--- src/rtl/bin_to_bcd_16.sv ---
// Sequential 16-bit binary to 5-digit BCD converter (double dabble).
// One conversion takes 32 cycles after the init-accepting edge; bcd holds the last result.
//
// state | meaning
// IDLE  | waiting for init after reset
// ADD   | add 3 to every BCD digit that is 5 or more
// SHIFT | shift the working register left by one bit
// DONE  | result valid in bcd; init starts the next conversion
module bin_to_bcd_16 (
  input  logic        clk,
  input  logic        rst,
  input  logic        init,
  input  logic [15:0] bin,
  output logic [19:0] bcd,
  output logic        busy,
  output logic        done
);

  typedef enum logic [1:0] {
    IDLE  = 2'd0,
    ADD   = 2'd1,
    SHIFT = 2'd2,
    DONE  = 2'd3
  } state_t;

  state_t      state_q, state_d;
  logic [35:0] a_q, a_d;
  logic [4:0]  cnt_q, cnt_d;
  logic [19:0] bcd_q, bcd_d;
  logic        busy_q, busy_d;
  logic        done_q, done_d;

  // Digits never exceed 9 after a shift, so each correction stays within its nibble.
  function automatic logic [19:0] add3_digits(input logic [19:0] d);
    logic [19:0] r;
    r = d;
    for (int i = 0; i < 5; i++) begin
      if (d[i*4 +: 4] >= 4'd5) r[i*4 +: 4] = d[i*4 +: 4] + 4'd3;
    end
    return r;
  endfunction

  always_comb begin
    state_d = state_q;
    a_d     = a_q;
    cnt_d   = cnt_q;
    bcd_d   = bcd_q;
    busy_d  = busy_q;
    done_d  = done_q;
    case (state_q)
      IDLE, DONE: begin
        if (init) begin
          a_d     = {20'd0, bin};
          cnt_d   = 5'd16;
          state_d = ADD;
          busy_d  = 1'b1;
          done_d  = 1'b0;
        end
      end
      ADD: begin
        a_d     = {add3_digits(a_q[35:16]), a_q[15:0]};
        state_d = SHIFT;
      end
      SHIFT: begin
        a_d   = {a_q[34:0], 1'b0};
        cnt_d = cnt_q - 5'd1;
        if (cnt_q == 5'd1) begin
          state_d = DONE;
          bcd_d   = a_q[34:15];
          busy_d  = 1'b0;
          done_d  = 1'b1;
        end else begin
          state_d = ADD;
        end
      end
      default: begin
        state_d = IDLE;
        busy_d  = 1'b0;
        done_d  = 1'b0;
      end
    endcase
  end

  always_ff @(posedge clk) begin
    if (rst) begin
      state_q <= IDLE;
      a_q     <= '0;
      cnt_q   <= '0;
      bcd_q   <= '0;
      busy_q  <= 1'b0;
      done_q  <= 1'b0;
    end else begin
      state_q <= state_d;
      a_q     <= a_d;
      cnt_q   <= cnt_d;
      bcd_q   <= bcd_d;
      busy_q  <= busy_d;
      done_q  <= done_d;
    end
  end

  assign bcd  = bcd_q;
  assign busy = busy_q;
  assign done = done_q;

endmodule
--- config.mk ---
export PLATFORM = sky130hd
export DESIGN_NAME = bin_to_bcd_16
export DESIGN_NICKNAME = d
export VERILOG_FILES = /design/src/rtl/bin_to_bcd_16.sv
export SDC_FILE = /design/constraint.sdc
export NUM_CORES = 1
export LEC_CHECK = 0
export BUFFER_PORTS_ARGS = -buffer_cell sky130_fd_sc_hd__buf_2
export CAP_MARGIN = 20
export CORE_ASPECT_RATIO = 0.75
export CORE_MARGIN = 2
export CORE_UTILIZATION = 38
export DETAILED_ROUTE_END_ITERATION = 7
export PLACE_DENSITY_LB_ADDON = 0.2
export SYNTH_ARGS = -nofsm -noshare
export SYNTH_HDL_FRONTEND = slang
export SYNTH_SLANG_ARGS = --single-unit
--- constraint.sdc ---
create_clock -name clk -period 2.76 [get_ports clk]
set_clock_uncertainty 0.2 [all_clocks]
set_input_delay 0.276 -clock clk [delete_from_list [all_inputs] [get_ports clk]]
set_output_delay 0.276 -clock clk [all_outputs]
set_load 0.02 [all_outputs]
== Word-level counts from Yosys, hierarchy flattened ==
Index checks and enable logic that the tools add are counted.
Storage, ports and cells
  flip-flop bits (word level): 65
  input port bits: 19
  output and inout port bits: 22
  word-level logic and storage cells: 64
Cells by class
  add/sub/neg operators: 6
  $lt $le $gt $ge: 5
  eq/ne operators: 11
  mux-type cells: 18
  bitwise operators: 1
  reduce and logical (&&, ||, !) cells: 12
Operators with widths (number)
  36-bit one-hot mux with 3 select lines: 1
  36-bit two-way mux: 1
  4-bit by 2-bit adder with 4-bit output, second input constant: 5
  4-bit by 3-bit greater-or-equal comparator with 1-bit output, second input constant: 5
  4-bit two-way mux: 5
  2-bit AND reduction: 8
  2-bit inequality test, second input constant: 7
  5-bit one-hot mux with 2 select lines: 1
  2-bit one-hot mux with 3 select lines: 1
  5-bit by 1-bit equality test with 1-bit output, second input constant: 1
  5-bit two-way mux: 1
  5-bit by 1-bit subtractor with 5-bit output, second input constant: 1
  2-bit equality test, second input constant: 2
  1-bit two-way mux: 4
  2-bit two-way mux: 2
  1-bit one-hot mux with 2 select lines: 2
  3-bit AND reduction: 1
  2-bit by 1-bit equality test with 1-bit output, second input constant: 1
  2-bit logical NOT: 1
  2-bit nonzero test: 1
  2-bit OR reduction: 1
  1-bit inverter: 1

== Longest topological paths before layout ==
Gate-level depths: netlist (run 1).
  depth after elaboration: 4
  mapped depth: 9
  depth with buffers taken out: 6

== Least setup slack after synthesis (run 1) ==
No wires, ideal clock.
  kind: reg-to-reg
  start point: register state_q[0]
  end point: register a_q[10]
  library setup time: 119 ps
  arrival: 1473 ps
  data required time: 2441 ps
  path slack: 968 ps
  stages on the path, launching flop included: 8
  buffers on the path: 3
  period minus slack after synthesis: 1792 ps
  cell sequence: dfxtp_1 > inv_1 > ha_1 > buf_2 > buf_2 > buf_2 > a31oi_1 > o221a_2
On the way
  cells in the longest elaborated chain, start to end: 4
  elaborated cells between the ends (all ways): 9
  classes of those cells: eq/ne (4); mux (1); bitwise (1); reduce/logical (3)
Ends and longest elaborated chain
  from (decl): RTL line 26  | state_t state_q, state_d;
  from (signal assigned): RTL line 93  | state_q <= state_d;
  2-bit equality test or 2-bit logical NOT (tied branches): RTL line 50  | case (state_q)
  2-bit OR reduction: RTL line 50
  2-bit inequality test (no line)
  2-bit AND reduction (no line)
  to (signal assigned): RTL line 87  | a_q <= '0;
  to (signal assigned): RTL line 94  | a_q <= a_d;
  to (decl): RTL line 27  | logic [35:0] a_q, a_d;
Parallel ways exist; a longest one is shown, timed or not.
A chain may end at the register's enable or synchronous reset.

== Worst setup path after layout (run 1) ==
  start point: register state_q[0]
  end point: register a_q[31]
Same word-level chain as after synthesis.

==> results of run 1 <==
[cells in the mapped netlist (all sizes together), types with 5 or more instances]
cell    count  area, um^2
a21oi      64         324
o221a      15         169
xnor2       5        43.8
nor2       16        65.1
a22oi      16         120
ha         15         188
clkbuf     11        41.3
o21ai      25         125
inv        33         124
or3        17         106
buf        22         123
nand2      43         161
dfxtp      65        1300
nand3       7        35.0
nand2b     11        76.3
a31oi      16         100
[worst max-delay path, cell delays in order, from the launching register on]
cell                       delay [ns]
sky130_fd_sc_hd__dfxtp_1         0.33
sky130_fd_sc_hd__inv_1           0.07
sky130_fd_sc_hd__ha_1            0.47
sky130_fd_sc_hd__buf_4           0.35
sky130_fd_sc_hd__o21bai_1        0.15
sky130_fd_sc_hd__a32oi_1         0.08
sky130_fd_sc_hd__o41ai_1         0.35
[sequential cells by signal, summed over array words and instances (netlist names)]
register	count
state_q	2
bcd	20
done	1
a_q	36
busy	1
cnt_q	5
[report_power, final]
part	internal [W]	total, W	switching, W
clock network	0.000771	0.00117	0.000396
logic	0.000646	0.00164	0.000990
registers	0.00114	0.00130	0.000161
[stage by stage]
step                util, %  total power (W)
CTS                    45.8          0.00414
global placement       42.2          0.00290
global route           45.8          0.00442
detailed placement     42.2          0.00295
floorplan                 -          0.00259
finish                 45.8          0.00410
[layer usage]
layer  vias up  track usage (%)  wire [um]
met3         2             5.21        474
met2        68             28.0       3440
met5         -                0          0
met1      1395             23.1       4000
met4         0             5.43         25
li1       1511                -          -
[layout make-up]
class | instances | area, um^2 | share of cell area (%)
clock buffer | 14 | 274 | 7.05
multi-input combinational | 278 | 1740 | 44.6
tap | 108 | 135 | 3.47
inverter | 34 | 128 | 3.28
timing repair buffer | 49 | 280 | 7.21
clock inverter | 2 | 35.0 | 0.901
sequential | 65 | 1300 | 33.5
[cells by family after synthesis]
kind of cell / after synthesis
AND/OR/NAND/NOR: 106
adder cells (fa/ha/maj): 15
AO/OA/AOI/OAI: 152
flip-flops: 65
XOR/XNOR: 5
buffers and inverters: 67
[worst min path at each step]
stage                     startpoint      end  slack [ns]  cells after the start
after global routing             rst   a_q[0]        0.02                      2
after global placement        bcd[6]   bcd[6]        0.24                      2
after CTS                        rst   bcd[1]        0.01                      2
after floorplan               bin[0]   a_q[0]        0.24                      2
after detailed placement     bcd[15]  bcd[15]        0.25                      2
final                            rst   bcd[1]        0.02                      2
==> impl_metrics.py, run 1 <==
metrics = {
    "critical_path": {
        "worst_setup_sp_type": "flip-flop",
        "reg2regPathDepth": 6,
        "arrival_ns": 2.14,
        "critPathMaxFanout": 21,
        "setup.reg_to_reg.worst_slack_ns": 0.64,
        "worst-setup-path-type": "reg -> reg",
        "worst_setup_path_startpoint": "state_q[0]",
        "endpoint_of_the_most_critical_register_to_register_path": "a_q[31]",
        "critical_path.reg2reg.startpoint": "state_q[0]",
        "critPathCaptureType": "flip-flop",
        "critical_path_required_ns": 2.78,
        "timing.critical_path.to": "a_q[31]",
    },
    "clock_network": {
        "clock_sink_count": 65,
        "cts_tree": "built",
        "count_of_h_tree_levels_built_during_cts": 3,
        "cts_resized": 0,
        "holdBufCountCts": 0,
        "tritoncts.num_buffers": 9,
        "clockBufferDepth": 2,
        "clk_root_buffer_cell": "sky130_fd_sc_hd__clkbuf_16",
        "worstSkewPairLatency_ns": 0.33,
        "cts_setup_buffers": 0,
        "cts.reportedPaths.clkPinSlew_ns": 0.05,
    },
    "flow_run": {
        "max-cap-violations": 0,
    },
    "floorplan": {
        "row_count": 29,
        "chipHeight_um": 85.1,
        "die_w_um": 112,
        "die-area_um2": 9530,
        "floorplan.io_pins": 41,
        "floorplan.initialDensity_pct": 39.2,
        "fp.coreArea_um2": 8490,
    },
    "yosys": {
        "synth_compound_gate_area_share_pct": 29.4,
        "synth_nets": 444,
        "yosys_most_used_dff": "sky130_fd_sc_hd__dfxtp_1",
        "synth_enable_flop_cells": 0,
        "synth_cell_type_count": 40,
        "ys.warnings.count": 0,
        "synth.area.mux_share_pct": 0,
        "syn-cell-area_um2": 3330,
        "postSynthRegisterBits": 65,
        "synth_top_family_by_area": "compound AO/OA/AOI/OAI gates",
        "adder_and_majority_cell_fraction_of_the_synthesized_area_pct": 5.64,
        "yosysSeqAreaShare_pct": 39.1,
        "postSynthCellCount": 410,
        "share_of_synthesized_cell_area_in_and_or_nand_and_nor_gates_pct": 15.8,
        "syn_avg_cell_area_um2": 8.12,
        "postSynth.asyncResetShare_pct": 0,
        "xor_and_xnor_area_share_after_synthesis_pct": 1.32,
    },
    "sta": {
        "final.period_utilization_pct": 76.7,
        "fmax_mhz": 472,
        "aggregate_negative_setup_slack_ns": 0,
        "tightestPinTransition_ns": 0.659,
        "report.final.slew_viol_count": 0,
        "slew_headroom_pct": 56.0,
        "final.setup.worst_slack_ns": 0.642,
        "rsz0062_at_grt": "false",
        "min_period_ns": 2.12,
        "hold_slack_ns": 0.0151,
        "hold_viol_final": 0,
        "finalSetupViolCount": 0,
    },
    "place": {
        "numPlacedInstances": 534,
        "placement.cell_area_um2": 3580,
        "gpl.final_weighted_congestion": 0.771,
        "input_output_buffers": 40,
        "dp_hpwl_mm": 4.98,
        "pre_cts_slack_ns": 0.641,
    },
    "power": {
        "power_leakage_nw": 1.53,
        "max-vdd-ir-drop_mv": 0.623,
        "pd_cells_nw_per_um2": 1060,
    },
    "status": {
        "outcome": "finished, final reports clean",
    },
    "cells_and_area": {
        "final_layout_size_suffix_gt1_share_pct": 18.8,
        "n_antenna_cell": 0,
        "layoutNonFillerInstCount": 550,
        "most-common-layout-cells": "sky130_fd_sc_hd__dfxtp_1 (65), sky130_fd_sc_hd__a21oi_1 (63), sky130_fd_sc_hd__nand2_1 (43)",
        "syn2layout_area_growth_pct": 16.8,
        "mostFrequentLayoutCell": "sky130_fd_sc_hd__dfxtp_1",
        "final_net_count": 471,
        "nFillCells": 878,
        "finish.instance_area_um2": 3890,
    },
    "drt": {
        "postRouteWirelength_mm": 7.94,
        "detailroute.via_count": 2976,
        "postRouteAntennaNets": 0,
        "initialDrtViolationCount": 164,
        "vias_per_cell": 5.41,
        "detailedRoute.firstPassIterationCount": 4,
        "routed_wire_length_per_instance_um": 14.4,
        "post-route-drc-count": 0,
    },
    "global_route": {
        "antenna_found_initial": 0,
        "largest_net_degree_at_the_start_of_global_routing": 60,
        "grtUsageTotal_pct": 17.6,
        "total_gr_overflow": 0,
        "grt_pass1_vias": 2813,
        "grt_first_pass_wirelength_mm": 13.6,
    },
    "min_path": {
        "holdCritPathClass": "in -> reg",
    },
}
No activity file was read; power rests on OpenSTA's default activity.
==> run 2, diff against run 1 <==
clock period = 1.8 ns   (was 2.76 ns; I/O delays follow)
==> run 2 against run 1 <==
  * Global-route usage up 0.57 points
  * Critical path type unchanged
  * Die area unchanged
  * Final cell count up 5.1%
  * Routed wire length up 2.9%
==> impl_metrics.py, run 2 (synthesis results as in run 1) <==
metrics = {
    "clock_network": {
        "clk_root_buffer_cell": "sky130_fd_sc_hd__clkbuf_16",
        "clockBufferDepth": 2,
        "tritoncts.num_buffers": 9,
        "cts.reportedPaths.clkPinSlew_ns": 0.05,
        "count_of_h_tree_levels_built_during_cts": 3,
        "cts_tree": "built",
        "clock_sink_count": 65,
        "worstSkewPairLatency_ns": 0.33,
    },
    "cells_and_area": {
        "mostFrequentLayoutCell": "sky130_fd_sc_hd__a21oi_1",
        "final_net_count": 500,
        "largest-register": "a_q",
        "final_layout_size_suffix_gt1_share_pct": 28.3,
        "finish.instance_area_um2": 4200,
        "fin_util_pct": 49.5,
        "n_antenna_cell": 0,
        "most-common-layout-cells": "sky130_fd_sc_hd__a21oi_1 (59), sky130_fd_sc_hd__dfxtp_1 (58), sky130_fd_sc_hd__nand2_1 (43)",
        "largest_register_ff_count": 36,
        "layoutNonFillerInstCount": 578,
        "syn2layout_area_growth_pct": 26.2,
    },
    "critical_path": {
        "worst-setup-path-type": "reg -> reg",
        "critPathCaptureType": "flip-flop",
        "cpPeakStageDelay_ns": 0.36,
        "cp_slowest_cell": "sky130_fd_sc_hd__dfxtp_4",
        "critical_path.reg2reg.startpoint": "state_q[0]",
        "worst_setup_sp_type": "flip-flop",
        "setup.reg_to_reg.worst_slack_ns": 0.08,
        "critical_path.cell_chain": "inv_2 > ha_4 > and2b_1 > buf_4 > nor3_2 > o21ai_1 > a21oi_1",
        "endpoint_of_the_most_critical_register_to_register_path": "cnt_q[3]",
        "reg2regPathDepth": 7,
        "critical_path_required_ns": 1.81,
        "critPathMaxFanout": 13,
        "arrival_ns": 1.73,
    },
    "global_route": {
        "grtUsageTotal_pct": 18.1,
        "total_gr_overflow": 0,
        "largest_net_degree_at_the_start_of_global_routing": 37,
        "grt_first_pass_wirelength_mm": 14.0,
        "antenna_found_initial": 0,
        "grt_pass1_vias": 2820,
    },
    "drt": {
        "initialDrtViolationCount": 190,
        "vias_per_cell": 5.30,
        "routed_wire_length_per_instance_um": 14.1,
        "post-route-drc-count": 0,
        "postRouteWirelength_mm": 8.17,
        "postRouteAntennaNets": 0,
        "detailedRoute.firstPassIterationCount": 4,
        "detailroute.via_count": 3063,
    },
    "power": {
        "power_leakage_nw": 1.68,
        "pd_cells_nw_per_um2": 1580,
        "max-vdd-ir-drop_mv": 0.760,
    },
    "place": {
        "input_output_buffers": 40,
        "gpl.final_weighted_congestion": 0.783,
        "numPlacedInstances": 560,
        "dp_hpwl_mm": 5.45,
        "pre_cts_slack_ns": -0.0515,
        "placement.cell_area_um2": 3800,
    },
    "sta": {
        "finalSetupViolCount": 0,
        "fmax_mhz": 582,
        "hold_viol_final": 0,
        "rsz0062_at_grt": "true",
        "report.final.slew_viol_count": 0,
        "aggregate_negative_setup_slack_ns": 0,
        "final.period_utilization_pct": 95.4,
        "tightestPinTransition_ns": 0.428,
        "min_period_ns": 1.72,
        "final.setup.worst_slack_ns": 0.0827,
        "slew_headroom_pct": 71.4,
    },
    "flow_run": {
        "max-cap-violations": 0,
    },
    "floorplan": {
        "floorplan.io_pins": 41,
        "floorplan.initialDensity_pct": 39.2,
        "die-area_um2": 9530,
        "row_count": 29,
        "die_w_um": 112,
        "fp.coreArea_um2": 8490,
        "chipHeight_um": 85.1,
    },
    "min_path": {
        "timing.hold.worst.start": "bin[9]",
        "whs_path_depth": 4,
        "holdCritPathClass": "in -> reg",
        "hold_path_end": "a_q[9]",
    },
    "status": {
        "outcome": "finished, final reports clean",
    },
}
[run 2: cell types whose count changed in the layout (fill, tap and decap cells not counted), moves of 3 or more]
cell	delta
sky130_fd_sc_hd__a21oi_2	+4
sky130_fd_sc_hd__clkinv_2	+3
sky130_fd_sc_hd__a21oi_1	-4
sky130_fd_sc_hd__dfxtp_2	+6
sky130_fd_sc_hd__buf_4	+23
sky130_fd_sc_hd__ha_1	-3
sky130_fd_sc_hd__dfxtp_1	-7
[run 2: metrics by stage]
| step | total power, W | hold WS (ns) |
|---|---|---|
| 2_1_floorplan | 0.00398 | 0.148 |
| 3_3_place_gp | 0.00482 | 0.241 |
| 3_5_place_dp | 0.00487 | 0.247 |
| 4_1_cts | 0.00653 | 0.0307 |
| 5_1_grt | 0.00717 | 0.101 |
| 6_report | 0.00665 | 0.0389 |
[run 2: worst max-delay path by stage]
stage | start | endpoint | depth (start not counted) | slack [ns]
4_1_cts | a_q[20] | a_q[21] | 6 | 0.005
2_1_floorplan | state_q[0] | a_q[10] | 7 | 0.008
6_report | state_q[0] | cnt_q[3] | 7 | 0.08
5_1_grt | state_q[0] | cnt_q[3] | 7 | -0.006
3_5_place_dp | state_q[1] | a_q[18] | 7 | -0.05
3_3_place_gp | state_q[1] | a_q[19] | 7 | -0.009
[run 2: report_power, final]
| group | internal (W) | switching [W] |
|---|---|---|
| registers | 0.00176 | 0.000235 |
| logic | 0.00141 | 0.00169 |
| clock network | 0.000950 | 0.000604 |
| total | 0.00412 | 0.00253 |
[run 2: per-layer routing]
metal | track usage, % | share of wire [%] | up-vias
li1 | - | - | 1565
met1 | 25.1 | 50 | 1431
met2 | 27.4 | 43 | 58
met3 | 5.43 | 4.9 | 9
met4 | 5.65 | 1.3 | 0
met5 | 0 | 0 | -
[run 2: timing repair]
action                                  in CTS  in global routing
endpoints found under the setup margin      12                 41
setup buffers                                0                  1
gates resized for setup                      5                 23
hold buffers                                 2                  0
pin swaps                                    0                  2
hold endpoints to repair                     3                  0
[run 2: cell type report]
class / instances / area, um^2
inverters: 34 / 131
fillers: 857 / 4290
flip-flops and latches: 65 / 1310
well taps: 108 / 135
clock buffers: 11 / 243
multi-input cells: 278 / 1820
clock inverters: 4 / 20.0
repair buffers: 78 / 536
[run 2: critical path: cells and delay by family (launching register included)]
kind	cells	cell delay (ns)
buf+inv	2	0.27
flops	1	0.36
compound gates	2	0.22
fa+ha+maj	1	0.29
simple gates	2	0.25
